$ cat src/rtl/eth_rx_frame_parser.sv
// Byte-serial GMII receive parser: preamble/SFD check, MAC/EtherType extraction, FCS-stripped payload stream.
// Define ETH_PARSER_VLAN_EN to build 802.1Q tag parsing (VLAN_PARSE state, vlan_present/vlan_tci).
module eth_rx_frame_parser #(
  parameter int MIN_PREAMBLE_LEN    = 5,
  parameter int PREAMBLE_LEN        = 7,
  parameter int MIN_DATA_OR_CRC_LEN = 50,
  parameter int MAX_DATA_OR_CRC_LEN = 1504,
  parameter int LEN_W               = 11
) (
  input  logic             clk,
  input  logic             rst_n,
  input  logic [7:0]       gmii_rxd,
  input  logic             gmii_rx_dv,
  input  logic             gmii_rx_er,
  output logic             hdr_valid,
  output logic [47:0]      dest_mac,
  output logic [47:0]      src_mac,
  output logic [15:0]      ether_type,
  output logic             vlan_present,
  output logic [15:0]      vlan_tci,
  output logic             pld_valid,
  output logic [7:0]       pld_data,
  output logic             pld_first,
  output logic             pld_last,
  output logic             frame_done,
  output logic [4:0]       frame_err,
  output logic [LEN_W-1:0] pld_len
);

  localparam int PC_W = $clog2(PREAMBLE_LEN + 1);
  localparam int DC_W = $clog2(MAX_DATA_OR_CRC_LEN + 6);
  localparam logic [PC_W-1:0]  PRE_MIN  = PC_W'(MIN_PREAMBLE_LEN);
  localparam logic [PC_W-1:0]  PRE_MAX  = PC_W'(PREAMBLE_LEN);
  localparam logic [DC_W-1:0]  DATA_MIN = DC_W'(MIN_DATA_OR_CRC_LEN);
  localparam logic [DC_W-1:0]  DATA_MAX = DC_W'(MAX_DATA_OR_CRC_LEN);
  localparam logic [LEN_W-1:0] PLD_MAX  = LEN_W'(MAX_DATA_OR_CRC_LEN);
`ifdef ETH_PARSER_VLAN_EN
  localparam logic [DC_W-1:0]  DATA_MAX_TAG = DC_W'(MAX_DATA_OR_CRC_LEN + 4);
  localparam logic [LEN_W-1:0] PLD_MAX_TAG  = LEN_W'(MAX_DATA_OR_CRC_LEN + 4);
`endif

  typedef enum logic [7:0] {
    IDLE              = 8'b0000_0001,
    PREAMBLE_PARSE    = 8'b0000_0010,
    DEST_MAC_PARSE    = 8'b0000_0100,
    SRC_MAC_PARSE     = 8'b0000_1000,
`ifdef ETH_PARSER_VLAN_EN
    VLAN_PARSE        = 8'b0001_0000,
`endif
    ETHER_TYPE_PARSE  = 8'b0010_0000,
    DATA_OR_CRC_PARSE = 8'b0100_0000,
    DROP              = 8'b1000_0000
  } state_e;

  state_e           state_q, state_d;
  logic [PC_W-1:0]  pre_cnt_q, pre_cnt_d;
  logic [2:0]       fld_cnt_q, fld_cnt_d;
  logic [47:0]      dest_sh_q, dest_sh_d;
  logic [47:0]      src_sh_q, src_sh_d;
  logic [7:0]       type_hi_q, type_hi_d;
  logic [DC_W-1:0]  data_cnt_q, data_cnt_d;
  logic [7:0]       dly_q [0:4];
  logic [7:0]       dly_d [0:4];
  logic [2:0]       dly_cnt_q, dly_cnt_d;
  logic [LEN_W-1:0] pld_cnt_q, pld_cnt_d;
  logic             err_rx_q, err_rx_d;
  logic             err_sfd_q, err_sfd_d;
  logic             hdr_valid_q, hdr_valid_d;
  logic [47:0]      dest_mac_q, dest_mac_d;
  logic [47:0]      src_mac_q, src_mac_d;
  logic [15:0]      ether_type_q, ether_type_d;
  logic             pld_valid_q, pld_valid_d;
  logic [7:0]       pld_data_q, pld_data_d;
  logic             pld_first_q, pld_first_d;
  logic             pld_last_q, pld_last_d;
  logic             frame_done_q, frame_done_d;
  logic [4:0]       frame_err_q, frame_err_d;
  logic [LEN_W-1:0] pld_len_q, pld_len_d;
  logic [DC_W-1:0]  data_max_s;
  logic [LEN_W-1:0] pld_max_s;
  logic             hdr_done_s;
  logic [4:0]       err_s;
  logic [LEN_W-1:0] len_s;
`ifdef ETH_PARSER_VLAN_EN
  logic [15:0]      tci_sh_q, tci_sh_d;
  logic             vlan_seen_q, vlan_seen_d;
  logic             vlan_present_q, vlan_present_d;
  logic [15:0]      vlan_tci_q, vlan_tci_d;

  assign data_max_s   = vlan_seen_q ? DATA_MAX_TAG : DATA_MAX;
  assign pld_max_s    = vlan_seen_q ? PLD_MAX_TAG : PLD_MAX;
  assign vlan_present = vlan_present_q;
  assign vlan_tci     = vlan_tci_q;
`else
  assign data_max_s   = DATA_MAX;
  assign pld_max_s    = PLD_MAX;
  assign vlan_present = 1'b0;
  assign vlan_tci     = 16'h0000;
`endif

  // State register and all registered outputs
  always_ff @(posedge clk or negedge rst_n) begin
    if (!rst_n) begin
      state_q      <= IDLE;
      pre_cnt_q    <= {PC_W{1'b0}};
      fld_cnt_q    <= 3'd0;
      dest_sh_q    <= 48'h0;
      src_sh_q     <= 48'h0;
      type_hi_q    <= 8'h00;
      data_cnt_q   <= {DC_W{1'b0}};
      for (int i = 0; i < 5; i++) dly_q[i] <= 8'h00;
      dly_cnt_q    <= 3'd0;
      pld_cnt_q    <= {LEN_W{1'b0}};
      err_rx_q     <= 1'b0;
      err_sfd_q    <= 1'b0;
      hdr_valid_q  <= 1'b0;
      dest_mac_q   <= 48'h0;
      src_mac_q    <= 48'h0;
      ether_type_q <= 16'h0000;
      pld_valid_q  <= 1'b0;
      pld_data_q   <= 8'h00;
      pld_first_q  <= 1'b0;
      pld_last_q   <= 1'b0;
      frame_done_q <= 1'b0;
      frame_err_q  <= 5'b00000;
      pld_len_q    <= {LEN_W{1'b0}};
`ifdef ETH_PARSER_VLAN_EN
      tci_sh_q       <= 16'h0000;
      vlan_seen_q    <= 1'b0;
      vlan_present_q <= 1'b0;
      vlan_tci_q     <= 16'h0000;
`endif
    end else begin
      state_q      <= state_d;
      pre_cnt_q    <= pre_cnt_d;
      fld_cnt_q    <= fld_cnt_d;
      dest_sh_q    <= dest_sh_d;
      src_sh_q     <= src_sh_d;
      type_hi_q    <= type_hi_d;
      data_cnt_q   <= data_cnt_d;
      for (int i = 0; i < 5; i++) dly_q[i] <= dly_d[i];
      dly_cnt_q    <= dly_cnt_d;
      pld_cnt_q    <= pld_cnt_d;
      err_rx_q     <= err_rx_d;
      err_sfd_q    <= err_sfd_d;
      hdr_valid_q  <= hdr_valid_d;
      dest_mac_q   <= dest_mac_d;
      src_mac_q    <= src_mac_d;
      ether_type_q <= ether_type_d;
      pld_valid_q  <= pld_valid_d;
      pld_data_q   <= pld_data_d;
      pld_first_q  <= pld_first_d;
      pld_last_q   <= pld_last_d;
      frame_done_q <= frame_done_d;
      frame_err_q  <= frame_err_d;
      pld_len_q    <= pld_len_d;
`ifdef ETH_PARSER_VLAN_EN
      tci_sh_q       <= tci_sh_d;
      vlan_seen_q    <= vlan_seen_d;
      vlan_present_q <= vlan_present_d;
      vlan_tci_q     <= vlan_tci_d;
`endif
    end
  end

  // Next-state, field capture, delay buffer and end-of-frame status
  always_comb begin
    state_d      = state_q;
    pre_cnt_d    = pre_cnt_q;
    fld_cnt_d    = fld_cnt_q;
    dest_sh_d    = dest_sh_q;
    src_sh_d     = src_sh_q;
    type_hi_d    = type_hi_q;
    data_cnt_d   = data_cnt_q;
    dly_d        = dly_q;
    dly_cnt_d    = dly_cnt_q;
    pld_cnt_d    = pld_cnt_q;
    err_rx_d     = err_rx_q;
    err_sfd_d    = err_sfd_q;
    hdr_valid_d  = 1'b0;
    dest_mac_d   = dest_mac_q;
    src_mac_d    = src_mac_q;
    ether_type_d = ether_type_q;
    pld_valid_d  = 1'b0;
    pld_data_d   = pld_data_q;
    pld_first_d  = 1'b0;
    pld_last_d   = 1'b0;
    frame_done_d = 1'b0;
    frame_err_d  = frame_err_q;
    pld_len_d    = pld_len_q;
    hdr_done_s   = 1'b0;
    err_s        = 5'b00000;
    len_s        = pld_cnt_q;
`ifdef ETH_PARSER_VLAN_EN
    tci_sh_d       = tci_sh_q;
    vlan_seen_d    = vlan_seen_q;
    vlan_present_d = vlan_present_q;
    vlan_tci_d     = vlan_tci_q;
`endif

    if (state_q == IDLE) begin
      if (gmii_rx_dv) begin
        fld_cnt_d  = 3'd0;
        data_cnt_d = {DC_W{1'b0}};
        dly_cnt_d  = 3'd0;
        pld_cnt_d  = {LEN_W{1'b0}};
        err_rx_d   = 1'b0;
`ifdef ETH_PARSER_VLAN_EN
        vlan_seen_d = 1'b0;
`endif
        if (gmii_rxd == 8'hAA) begin
          state_d   = PREAMBLE_PARSE;
          pre_cnt_d = PC_W'(1);
          err_sfd_d = 1'b0;
        end else begin
          state_d   = DROP;
          err_sfd_d = 1'b1;
        end
      end else begin
        state_d = IDLE;
      end
    end else if (!gmii_rx_dv) begin
      state_d      = IDLE;
      frame_done_d = 1'b1;
      err_s        = {err_rx_q, 3'b000, err_sfd_q};
      if (state_q == DATA_OR_CRC_PARSE) begin
        err_s[2] = (data_cnt_q < DATA_MIN);
        if (data_cnt_q > data_max_s) begin
          err_s[3] = 1'b1;
        end else if (dly_cnt_q == 3'd5) begin
          // The oldest buffered byte is the last payload byte; the other four are FCS.
          pld_valid_d = 1'b1;
          pld_data_d  = dly_q[0];
          pld_first_d = (pld_cnt_q == {LEN_W{1'b0}});
          pld_last_d  = 1'b1;
          len_s       = pld_cnt_q + LEN_W'(1);
        end else begin
          err_s[1] = 1'b1;
        end
      end else if (state_q != DROP) begin
        err_s[1] = 1'b1;
      end else begin
        err_s[1] = 1'b0;
      end
      frame_err_d = err_s;
      pld_len_d   = len_s;
    end else if (gmii_rx_er) begin
      state_d  = DROP;
      err_rx_d = 1'b1;
    end else begin
      case (state_q)
        PREAMBLE_PARSE: begin
          if (gmii_rxd == 8'hAA && pre_cnt_q < PRE_MAX) begin
            pre_cnt_d = pre_cnt_q + PC_W'(1);
          end else if (gmii_rxd == 8'hAB && pre_cnt_q >= PRE_MIN) begin
            state_d = DEST_MAC_PARSE;
          end else begin
            state_d   = DROP;
            err_sfd_d = 1'b1;
          end
        end
        DEST_MAC_PARSE: begin
          dest_sh_d = {dest_sh_q[39:0], gmii_rxd};
          if (fld_cnt_q == 3'd5) begin
            fld_cnt_d = 3'd0;
            state_d   = SRC_MAC_PARSE;
          end else begin
            fld_cnt_d = fld_cnt_q + 3'd1;
          end
        end
        SRC_MAC_PARSE: begin
          src_sh_d = {src_sh_q[39:0], gmii_rxd};
          if (fld_cnt_q == 3'd5) begin
            fld_cnt_d = 3'd0;
            state_d   = ETHER_TYPE_PARSE;
          end else begin
            fld_cnt_d = fld_cnt_q + 3'd1;
          end
        end
        ETHER_TYPE_PARSE: begin
          if (fld_cnt_q == 3'd0) begin
            type_hi_d = gmii_rxd;
            fld_cnt_d = 3'd1;
          end else begin
            fld_cnt_d = 3'd0;
`ifdef ETH_PARSER_VLAN_EN
            // Only one tag is stripped; a second 8100 is reported as the EtherType.
            if ({type_hi_q, gmii_rxd} == 16'h8100 && !vlan_seen_q) begin
              state_d = VLAN_PARSE;
            end else begin
              hdr_done_s = 1'b1;
            end
`else
            hdr_done_s = 1'b1;
`endif
          end
        end
`ifdef ETH_PARSER_VLAN_EN
        VLAN_PARSE: begin
          tci_sh_d = {tci_sh_q[7:0], gmii_rxd};
          if (fld_cnt_q == 3'd1) begin
            fld_cnt_d   = 3'd0;
            vlan_seen_d = 1'b1;
            state_d     = ETHER_TYPE_PARSE;
          end else begin
            fld_cnt_d = 3'd1;
          end
        end
`endif
        DATA_OR_CRC_PARSE: begin
          if (data_cnt_q <= data_max_s) begin
            data_cnt_d = data_cnt_q + DC_W'(1);
          end else begin
            data_cnt_d = data_cnt_q;
          end
          if (dly_cnt_q == 3'd5) begin
            if (pld_cnt_q < pld_max_s) begin
              pld_valid_d = 1'b1;
              pld_data_d  = dly_q[0];
              pld_first_d = (pld_cnt_q == {LEN_W{1'b0}});
              pld_cnt_d   = pld_cnt_q + LEN_W'(1);
            end else begin
              pld_valid_d = 1'b0;
            end
            for (int i = 0; i < 4; i++) dly_d[i] = dly_q[i+1];
            dly_d[4] = gmii_rxd;
          end else begin
            dly_d[dly_cnt_q] = gmii_rxd;
            dly_cnt_d        = dly_cnt_q + 3'd1;
          end
        end
        DROP: begin
          state_d = DROP;
        end
        default: begin
          state_d = IDLE;
        end
      endcase
    end

    if (hdr_done_s) begin
      state_d      = DATA_OR_CRC_PARSE;
      hdr_valid_d  = 1'b1;
      dest_mac_d   = dest_sh_q;
      src_mac_d    = src_sh_q;
      ether_type_d = {type_hi_q, gmii_rxd};
`ifdef ETH_PARSER_VLAN_EN
      vlan_present_d = vlan_seen_q;
      vlan_tci_d     = vlan_seen_q ? tci_sh_q : 16'h0000;
`endif
    end else begin
      hdr_valid_d = 1'b0;
    end
  end

  assign hdr_valid  = hdr_valid_q;
  assign dest_mac   = dest_mac_q;
  assign src_mac    = src_mac_q;
  assign ether_type = ether_type_q;
  assign pld_valid  = pld_valid_q;
  assign pld_data   = pld_data_q;
  assign pld_first  = pld_first_q;
  assign pld_last   = pld_last_q;
  assign frame_done = frame_done_q;
  assign frame_err  = frame_err_q;
  assign pld_len    = pld_len_q;

endmodule

$ cat config.mk
export PLATFORM = sky130hd
export DESIGN_NAME = eth_rx_frame_parser
export DESIGN_NICKNAME = d
export VERILOG_FILES = /design/src/rtl/eth_rx_frame_parser.sv
export SDC_FILE = /design/constraint.sdc
export NUM_CORES = 1
export LEC_CHECK = 0
export ABC_AREA = 1
export BUFFER_PORTS_ARGS = -buffer_cell sky130_fd_sc_hd__buf_2
export CORE_ASPECT_RATIO = 2
export CORE_MARGIN = 1.5
export CORE_UTILIZATION = 45
export DETAILED_ROUTE_END_ITERATION = 8
export GPL_TIMING_DRIVEN = 1
export PLACE_DENSITY = 0.79
export SLEW_MARGIN = 10
export SYNTH_ARGS = -nofsm -noshare
export SYNTH_HDL_FRONTEND = slang
export SYNTH_SLANG_ARGS = --single-unit
$ cat constraint.sdc
create_clock -name clk -period 2.05 [get_ports clk]
set_clock_uncertainty 0.2 [all_clocks]
set_input_delay 0.205 -clock clk [delete_from_list [all_inputs] [get_ports clk]]
set_output_delay 0.205 -clock clk [all_outputs]
set_load 0.005 [all_outputs]
==> results_tabular.tex <==
\begin{tabular}{lr}
\hline
Metric & Value \\
\hline
\multicolumn{2}{l}{\textbf{Outcome}} \\
\quad Run status & complete, but fails checks \\
\quad Failing checks & negative hold slack \\
\multicolumn{2}{l}{\textbf{Timing}} \\
\quad Unrepaired setup endpoints after global routing & true \\
\quad Maximum frequency from static timing analysis & 508 MHz \\
\quad Final worst path period share & a little over nine tenths \\
\quad Worst-Margin Slew & 624 ps \\
\quad Final Hold Slack & -8.21 ps \\
\quad Final Hold Viols & 1 \\
\quad Time the worst path needs with I/O delays and setup & roughly 2000 ps \\
\quad Total of endpoints with negative setup slack in the final report & 0 \\
\quad Remaining max-slew budget at the tightest pin & about three fifths \\
\quad Final Max Slew Viols & 0 \\
\multicolumn{2}{l}{\textbf{Detailed routing}} \\
\quad First-pass DRT Iterations & 8 \\
\quad Wire per inst & roughly 16 um \\
\quad Post-route antenna net violation count & 0 \\
\quad Remaining DRCs & 0 \\
\quad Final routed wirelength across all metal layers & $\sim$35000 um \\
\quad DR iter-0 viols & roughly 730 \\
\quad Via Count & approximately 11000 \\
\quad Via-per-instance ratio & about 5.1 \\
\multicolumn{2}{l}{\textbf{Worst setup path}} \\
\quad Stage delay of the slowest cell on the critical path & around 440 ps \\
\quad Number of buffers and inverters on the critical path & 2 \\
\quad Arrival time at the worst endpoint & $\sim$2200 ps \\
\quad CP Capture Type & flop \\
\quad CP most frequent cell & sky130\_fd\_sc\_hd\_\_nor2\_4 \\
\quad Type of origin of the critical path & flop \\
\quad Endpoint required time on the critical path & about 2300 ps \\
\quad Flop-to-flop setup slack & $\sim$83 ps \\
\quad Largest driver fanout on the critical path & 44 \\
\quad Critical path start-end classification & flop to flop \\
\quad Cell type group with the largest total delay on the critical path & simple AND/OR/NAND/NOR gates \\
\quad CP Cell Sequence & nor2\_4 > nand2\_4 > nor2\_4 > nand2\_2 > inv\_2 > nand2\_8 > buf\_12 > nand2\_1 > o21ai\_2 \\
\quad Standard cell with the maximum stage delay on the critical path & sky130\_fd\_sc\_hd\_\_dfrtp\_1 \\
\multicolumn{2}{l}{\textbf{Floorplanning}} \\
\quad Die height & 257 um \\
\quad Total die area & $\sim$33000 sq um \\
\quad Initial Utilization & 45.9\% \\
\quad IO Count & 170 \\
\quad Core Area & $\sim$32000 sq um \\
\quad Floorplan row count & 92 \\
\quad Die X & about 130 um \\
\multicolumn{2}{l}{\textbf{Synthesis}} \\
\quad Mux share of post-synthesis cell area & 0\% \\
\quad Adder-Cell Fraction of Synth Area & less than 1\% \\
\quad Combined area of all synthesized cells & between 10000 and 15000 sq um \\
\quad Sequential-to-total area share from yosys stat & a little under three fifths \\
\quad Post-Synthesis Mean Instance Area & a little over 9 sq um \\
\quad Number of distinct library cells after synthesis & 39 \\
\quad Simple-gate share of the synthesized area & between 20\% and 30\% \\
\quad Synth warnings & 0 \\
\quad Synthesized instance count & 1591 \\
\quad Largest family of logic cells by synthesized area & simple AND/OR/NAND/NOR gates \\
\quad Total of flip-flops plus latches after synthesis & 325 \\
\quad Fraction of synthesized cell area in xor and xnor cells & 0.787\% \\
\quad Compound-cell area share of the yosys netlist & around an eighth \\
\multicolumn{2}{l}{\textbf{CTS}} \\
\quad Number of sinks driven by the clock tree & $\sim$330 \\
\quad Inserted Clock Buffers & 28 \\
\quad Number of levels the H-tree was split into & 1 \\
\quad Latest clock arrival within the worst-skew pair & around 560 ps \\
\quad CTS tree & done \\
\quad Clock root buffer & sky130\_fd\_sc\_hd\_\_clkbuf\_16 \\
\quad Clock tree buffer depth & 3 \\
\quad Post-CTS clock slew at the launch and capture registers of the worst setup and hold paths & 80 ps \\
\multicolumn{2}{l}{\textbf{Placed design}} \\
\quad Final GP Congestion & 0.905 \\
\quad Quantity of I/O buffers inserted on ports & 152 \\
\quad HPWL after DPL & approximately 25000 um \\
\quad Placed standard-cell area & about 16000 sq um \\
\multicolumn{2}{l}{\textbf{Finish}} \\
\quad Final core occ & 54.1\% \\
\quad Antenna diode count & 0 \\
\quad Share of post-route cells with drive strength above 1 & 23.0\% \\
\quad Layout Nets & 1800 \\
\quad Synth-to-Final Area Change & 18.0\% \\
\quad Number of fill cells in the layout & between 2000 and 3000 \\
\quad Area of all placed cells without fillers & 17100 sq um \\
\multicolumn{2}{l}{\textbf{Power and ir drop}} \\
\quad Static leakage & around 9 nW \\
\quad Pwr per Cell Area & slightly below 800 nW/um\^{}2 \\
\quad Max IR drop VDD & 649 uV \\
\multicolumn{2}{l}{\textbf{Global route}} \\
\quad First-pass GRT wire length & 56300 um \\
\quad All-Layer GR Usage & 21.2\% \\
\quad Maximum number of pins on one net before global-route repair & between 90 and 100 \\
\quad Number of global-route vias before repair & approximately 11000 \\
\quad Antenna violations before repair & 0 \\
\quad Overall overflow remaining after global route & 0 \\
\multicolumn{2}{l}{\textbf{Job}} \\
\quad Max capacitance violation total & 0 \\
\multicolumn{2}{l}{\textbf{Min path}} \\
\quad Min-delay worst type & input port to asynchronous set/reset pin \\
\hline
\end{tabular}
==> state kept, by name, summed over array words and instances, names as in the netlist, 5 cells and up <==
name and cells:
src_mac 48, pld_cnt_q 11, ether_type 16, dly_q 40
pld_data 8, frame_err 5, data_cnt_q 11, dest_sh_q 48
type_hi_q 8, dest_mac 48, pld_len 11, src_sh_q 48
state_q 7
==> cells in the mapped netlist (all sizes together) <==
| cell | instances | area [sq um] |
|---|---|---|
| nand3b | 3 | 22.5 |
| nor3b | 1 | 7.51 |
| conb | 1 | 3.75 |
| nand3 | 74 | 398 |
| a21oi | 8 | 51.3 |
| o22ai | 20 | 125 |
| dfrtp | 324 | 8110 |
| xnor2 | 4 | 35.0 |
| or2 | 6 | 37.5 |
| nor2 | 69 | 348 |
| nor3 | 5 | 36.3 |
| clkbuf | 13 | 48.8 |
| o21ai | 267 | 1720 |
| o21bai | 1 | 7.51 |
| o32ai | 1 | 8.76 |
| dfstp | 1 | 26.3 |
| nor4 | 1 | 6.26 |
| nand4 | 18 | 113 |
| inv | 168 | 633 |
| buf | 69 | 554 |
| o2111a | 1 | 11.3 |
| nand2 | 520 | 1990 |
| xor2 | 9 | 78.8 |
| ha | 7 | 87.6 |
==> kinds of logic (layout without fill, tap and decap cells) <==
group | count (synthesis) | in the layout
buffers and inverters | 250 | 445
AO/OA/AOI/OAI | 298 | 298
other | 1 | 17
flip-flops | 325 | 325
adder cells (fa/ha/maj) | 7 | 7
AND/OR/NAND/NOR | 697 | 697
XOR/XNOR | 13 | 13
==> report_power, final <==
part	internal (W)	switching [W]	total, W
Sequential	0.00653	0.0000973	0.00663
Combinational	0.000253	0.000498	0.000752
Clock	0.00350	0.00241	0.00591
==> worst paths after layout <==
path | start | end | cells past startpoint
max | state_q[3] | src_mac[24] | 9
min | rst_n | pld_data[7] | 2
max reg2reg | state_q[3] | src_mac[24] | 9
min reg2reg | dly_q[31] | dly_q[31] | 2
max in group asynchronous | rst_n | dest_mac[8] | 3
min in group clk | gmii_rxd[3] | src_sh_q[3] | 4
==> layout make-up <==
class | instances | area [sq um] | area share (%)
Clock inverter | 11 | 186 | 1.09
Multi-Input combinational cell | 1032 | 5200 | 30.4
Timing Repair Buffer | 226 | 1540 | 9.02
Sequential cell | 325 | 8130 | 47.7
Clock buffer | 40 | 847 | 4.96
Inverter | 168 | 636 | 3.72
Tap cell | 423 | 529 | 3.10
==> timing repair <==
item / in CTS / in global routing
setup buffers: 0 / 1
resized for setup: 0 / 9
hold buffers: 11 / 0
hold endpoints to repair: 366 / 0
setup endpoints to repair: 0 / 62
==> cell usage in the layout (no fill, tap or decap), types with 5 or more instances in the layout <==
cell	count
sky130_fd_sc_hd__nor2_2	6
sky130_fd_sc_hd__nand2_1	506
sky130_fd_sc_hd__buf_12	12
sky130_fd_sc_hd__clkbuf_8	8
sky130_fd_sc_hd__or2_2	6
sky130_fd_sc_hd__ha_1	7
sky130_fd_sc_hd__inv_2	6
sky130_fd_sc_hd__clkbuf_16	31
sky130_fd_sc_hd__a21oi_1	7
sky130_fd_sc_hd__bufinv_16	5
sky130_fd_sc_hd__dfrtp_1	324
sky130_fd_sc_hd__nand3_1	70
sky130_fd_sc_hd__xor2_1	9
sky130_fd_sc_hd__nand4_1	18
sky130_fd_sc_hd__nand2_2	9
sky130_fd_sc_hd__o22ai_1	20
sky130_fd_sc_hd__conb_1	17
sky130_fd_sc_hd__nor2_1	56
sky130_fd_sc_hd__buf_4	49
sky130_fd_sc_hd__buf_2	151
sky130_fd_sc_hd__inv_1	160
sky130_fd_sc_hd__o21ai_0	150
sky130_fd_sc_hd__o21ai_1	13
sky130_fd_sc_hd__o21ai_2	103
sky130_fd_sc_hd__dlygate4sd3_1	11
==> metrics by stage <==
step	TNS [ps]	setup WS [ps]	hold WS, ps	std cells	total power, W
2_1_floorplan	0	136	-291	1607	0.00714
3_3_place_gp	0	82.5	24.2	2160	0.00746
3_5_place_dp	0	35.8	29.7	2160	0.00749
4_1_cts	0	16.7	23.8	2222	0.0134
5_1_grt	-69.5	-18.3	61.0	2225	0.0137
6_report	0	82.9	-8.21	2225	0.0133
==> layer usage <==
layer	global-route usage [%]	vias up	part of all wire [%]
met4	10.7	0	5.2
li1	-	5399	-
met5	0	-	0
met3	2.40	95	3.6
met1	23.3	5486	37
met2	39.1	287	54
No activity file was read; power rests on OpenSTA's default activity.
